--- src/rtl/mem_arbiter.sv ---
// mem_arbiter: single-port bus arbiter for fetch and load/store, data first, with ack timeout.
module mem_arbiter #(
   parameter int ADDR_W      = 32,
   parameter int DATA_W      = 32,
   parameter int TIMEOUT_CYC = 255
) (
   input  logic              clk,
   input  logic              rst,
   input  logic              iread,
   input  logic [ADDR_W-1:0] iaddr,
   input  logic              dread,
   input  logic              dwrite,
   input  logic [ADDR_W-1:0] daddr,
   input  logic [DATA_W-1:0] dwdata,
   input  logic [3:0]        dsel,
   output logic              iready,
   output logic [DATA_W-1:0] instr,
   output logic              dready,
   output logic [DATA_W-1:0] drdata,
   output logic              fault,
   output logic [ADDR_W-1:0] bus_addr,
   output logic              bus_re,
   output logic              bus_we,
   output logic [DATA_W-1:0] bus_wdata,
   output logic [3:0]        bus_sel,
   input  logic              bus_ack,
   input  logic [DATA_W-1:0] bus_rdata
);
   localparam logic [1:0] S_IDLE = 2'd0, S_IACC = 2'd1, S_DACC = 2'd2, S_RESP = 2'd3;
   logic [1:0]        r_state;
   logic [ADDR_W-1:0] r_addr;
   logic [DATA_W-1:0] r_wdata;
   logic [3:0]        r_sel;
   logic [7:0]        r_cnt;
   logic              r_we, r_dual, r_data, r_fault;
   logic [DATA_W-1:0] r_instr, r_drdata;
   logic              w_acc, w_resp, w_expire;
   assign w_acc    = (r_state == S_IACC) | (r_state == S_DACC);
   assign w_resp   = r_state == S_RESP;
   // ack in the expiry cycle takes precedence over the timeout
   assign w_expire = w_acc & ~bus_ack & (r_cnt == 8'(TIMEOUT_CYC - 1));
   assign bus_re    = w_acc & ~r_we;
   assign bus_we    = w_acc & r_we;
   assign bus_addr  = r_addr;
   assign bus_wdata = r_wdata;
   assign bus_sel   = r_sel;
   assign iready    = w_resp & ~r_data;
   assign dready    = w_resp & r_data & ~r_dual;
   assign fault     = w_resp & r_fault;
   assign instr     = r_instr;
   assign drdata    = r_drdata;
   always_ff @(posedge clk) begin
      if (rst) begin
         r_state  <= S_IDLE;
         r_addr   <= '0;
         r_wdata  <= '0;
         r_sel    <= '0;
         r_cnt    <= '0;
         r_we     <= 1'b0;
         r_dual   <= 1'b0;
         r_data   <= 1'b0;
         r_fault  <= 1'b0;
         r_instr  <= '0;
         r_drdata <= '0;
      end else if (r_state == S_IDLE) begin
         r_cnt   <= '0;
         r_fault <= 1'b0;
         if (dread | dwrite) begin
            r_addr  <= daddr;
            r_wdata <= dwdata;
            r_sel   <= dwrite ? dsel : 4'hF;
            r_we    <= dwrite;
            r_dual  <= dread & dwrite;
            r_data  <= 1'b1;
            r_state <= S_DACC;
         end else if (iread) begin
            r_addr  <= iaddr;
            r_sel   <= 4'hF;
            r_we    <= 1'b0;
            r_dual  <= 1'b0;
            r_data  <= 1'b0;
            r_state <= S_IACC;
         end
      end else if (w_acc) begin
         if (bus_ack | w_expire) begin
            r_state <= S_RESP;
            r_fault <= w_expire;
            if (!r_data)
               r_instr <= bus_ack ? bus_rdata : '0;
            else if (!r_we)
               r_drdata <= bus_ack ? bus_rdata : '0;
         end else
            r_cnt <= r_cnt + 8'd1;
      end else
         r_state <= S_IDLE;
   end
endmodule

--- config.mk ---
export PLATFORM = sky130hd
export DESIGN_NAME = mem_arbiter
export DESIGN_NICKNAME = d
export VERILOG_FILES = /design/src/rtl/mem_arbiter.sv
export SDC_FILE = /design/constraint.sdc
export NUM_CORES = 1
export LEC_CHECK = 0
export ABC_CLOCK_PERIOD_IN_PS = 2300
export CORE_MARGIN = 2
export CORE_UTILIZATION = 40
export CTS_BUF_LIST = sky130_fd_sc_hd__clkbuf_4 sky130_fd_sc_hd__clkbuf_8 sky130_fd_sc_hd__clkbuf_16
export CTS_CLUSTER_SIZE = 10
export DETAILED_ROUTE_END_ITERATION = 6
export PLACE_DENSITY = 0.88
export SYNTH_ARGS = -nofsm -noshare
export SYNTH_HDL_FRONTEND = slang
export SYNTH_SLANG_ARGS = --single-unit
--- constraint.sdc ---
create_clock -name clk -period 2.3 [get_ports clk]
set_input_delay 0.345 -clock clk [delete_from_list [all_inputs] [get_ports clk]]
set_output_delay 0.345 -clock clk [all_outputs]
set_load 0.05 [all_outputs]
==> metrics.txt, run 1 <==
status complete, no violations; RSZ-0062 raised after global routing no; Root Driver clkbuf_16; Site Rows 42; diode count 0; most common cell after layout, fill and taps aside clkdlybuf4s50_1; Starting Density 0.412; P_leak around 3.3 nW; CP Cell Sequence ha_1, and3b_1, dlygate4sd2_1; Min Hold Slack about 400 ps; Setup Fix Bufs, Post-CTS 0; worst hold path type primary input to flop; slowest stage delay, CP 580 ps; Clock transition at path regs 60 ps; area of the multi-input gates 2350 um2; Final Hold Vio Count 0; clock sinks 146; initial antenna violation count 0; CTS H-Tree Depth 4; Syn Nets 753; Worst Path Max Fanout 3; gp weighted congestion 0.871; layout cells sized above 1 0.0737; clock skew 8.44 ps; largest net degree at the start of global routing 55; Max Slew Vio Count 0; cts hold-fix bufs 0; Mapped Cells 611; die width 121 um; I/O Pins 275; PostCTS Resize Cnt 3; Slew @ Worst Pin between 500 and 600 ps; Worst setup EP type output pin; commonest cells after routing, fill and taps aside 268 x clkdlybuf4s50_1, 146 x dfxtp_1, 138 x nand2_1; Setup TNS 0 ps; Post-synth top flop dfxtp_1; Max clock buf depth 2; number of I/O port buffers 274; Netlist cell types 40; via count roughly 5500; synthesized area per cell ~9.0 um2; Async SR Flop Fraction 0; Layout Nets 1011; layout overhead on the synthesized area 62.9%; Post-Route WL 17300 um; dpl hpwl 12200 um; number of max-cap violations 0; vias in the first global route 5480; worst-path cell with the longest stage delay dlygate4sd2_1; Clk Latency, worst-skew pair 420 ps; DR DRC count 0; Cell Area, Synth roughly 5500 um2; Slew HR 0.608; GRT Total Usage 0.235; Post-synth EDFFs 0; cts bufs inserted 17; wire per inst 16.4 um; R2R Setup Slk 310 ps; Synthesis Warnings 0; critical path startpoint category flop; crit path DAT 1700 ps; First DRT Iteration DRCs ~400; core area 13300 um2; final setup vio count 0; Final Critical Period 2050 ps; worst path required time 1960 ps; CTS tree yes; total gr overflow 0; first-pass GRT wire length between 20000 and 30000 um; Filler Cell Count ~1000; register area share after synthesis 0.531; die area about 15000 um2; die height 121 um; pwr/cell area 1260 nW/um2; Vias/cell 5.21; Peak VDD IR ~0.68 mV; #FFs+latches synth 146; Tot Pwr approximately 0.011 W; Util after Layout 0.672; Final period util 0.891; Routed Antenna Nets 0; WS Path Type flop to output pin; FMAX 488 MHz; Reg area 2920 um2; drt pass-1 iters 5
-- through the flow --
step           instances  setup WS, ps  area, um2
2_1_floorplan        611           297       5500
3_3_place_gp        1026           427       8400
3_5_place_dp        1026           343       8400
6_report            1058           250       8960
5_1_grt             1058           156       8960
4_1_cts             1058           243       8960
-- kinds of logic after synthesis --
kind of cell	share of synthesized area
muxes	0.00182
and+or+nand+nor	0.161
DFF	0.531
buffers and inverters	0.0452
AOI/OAI and AO/OA	0.247
xor gates and xnor gates	0.00477
adders and majority gates	0.00909
-- synth_stat cells (all sizes together), types with 4 or more instances --
library cell | number | area [um2]
inv | 5 | 18.8
buf | 25 | 125
nor2 | 49 | 184
nand2 | 138 | 518
clkbuf | 28 | 105
nand3b | 4 | 30.0
dfxtp | 146 | 2920
nor2b | 4 | 25.0
a21oi | 38 | 194
o21ai | 41 | 213
o2bb2ai | 64 | 561
a311oi | 32 | 280
ha | 4 | 50.1
-- metal layers --
metal	global-route usage	wire (um)	up-vias
met2	0.390	8450	243
li1	-	-	2669
met3	0.0677	1220	62
met1	0.267	6820	2533
met5	0	0	-
met4	0.141	858	0
-- flip-flops by register name, summed over array words and instances, names as in the netlist --
| register | flops |
|---|---|
| drdata | 32 |
| r_fault | 1 |
| instr | 32 |
| r_data | 1 |
| r_dual | 1 |
| r_we | 1 |
| bus_wdata | 32 |
| r_state | 2 |
| bus_sel | 4 |
| bus_addr | 32 |
| r_cnt | 8 |
-- critical path, delay by kind of cell, from the launching register on --
family,cells,cell delay [ps]
adder cells (fa/ha/maj),1,190
flip-flops,1,360
buffers and inverters,1,580
AND/OR/NAND/NOR,1,160
-- cell type report --
class / count / area share
Sequential cell: 146 / 0.326
Timing Repair Buffer: 292 / 0.322
Multi-Input combinational cell: 407 / 0.262
Clock buffer: 20 / 0.0507
Tap cell: 176 / 0.0246
Clock inverter: 12 / 0.0124
Inverter: 5 / 0.00209
-- report_power, final --
group,internal [W],total (W),switching [W]
Combinational,0.00181,0.00528,0.00347
Sequential,0.00311,0.00342,0.000309
Clock,0.00154,0.00260,0.00106
-- path summary, 6_finish.rpt --
path                               startpoint       endpoint  depth (start not counted)
worst min register to register  bus_wdata[14]  bus_wdata[14]                          2
worst max register to register     r_state[0]       instr[6]                          7
worst max-delay path               r_state[0]         dready                          3
worst min-delay path                      rst     r_state[1]                          3
(Power assumes the default switching activity.)
==> run 2, diff against run 1 <==
CTS_CLUSTER_DIAMETER = 200   (was unset)
SLEW_MARGIN = 25   (was unset)
==> results of run 2 <==
The final DEF is identical to that of run 1; final timing and power are the same.
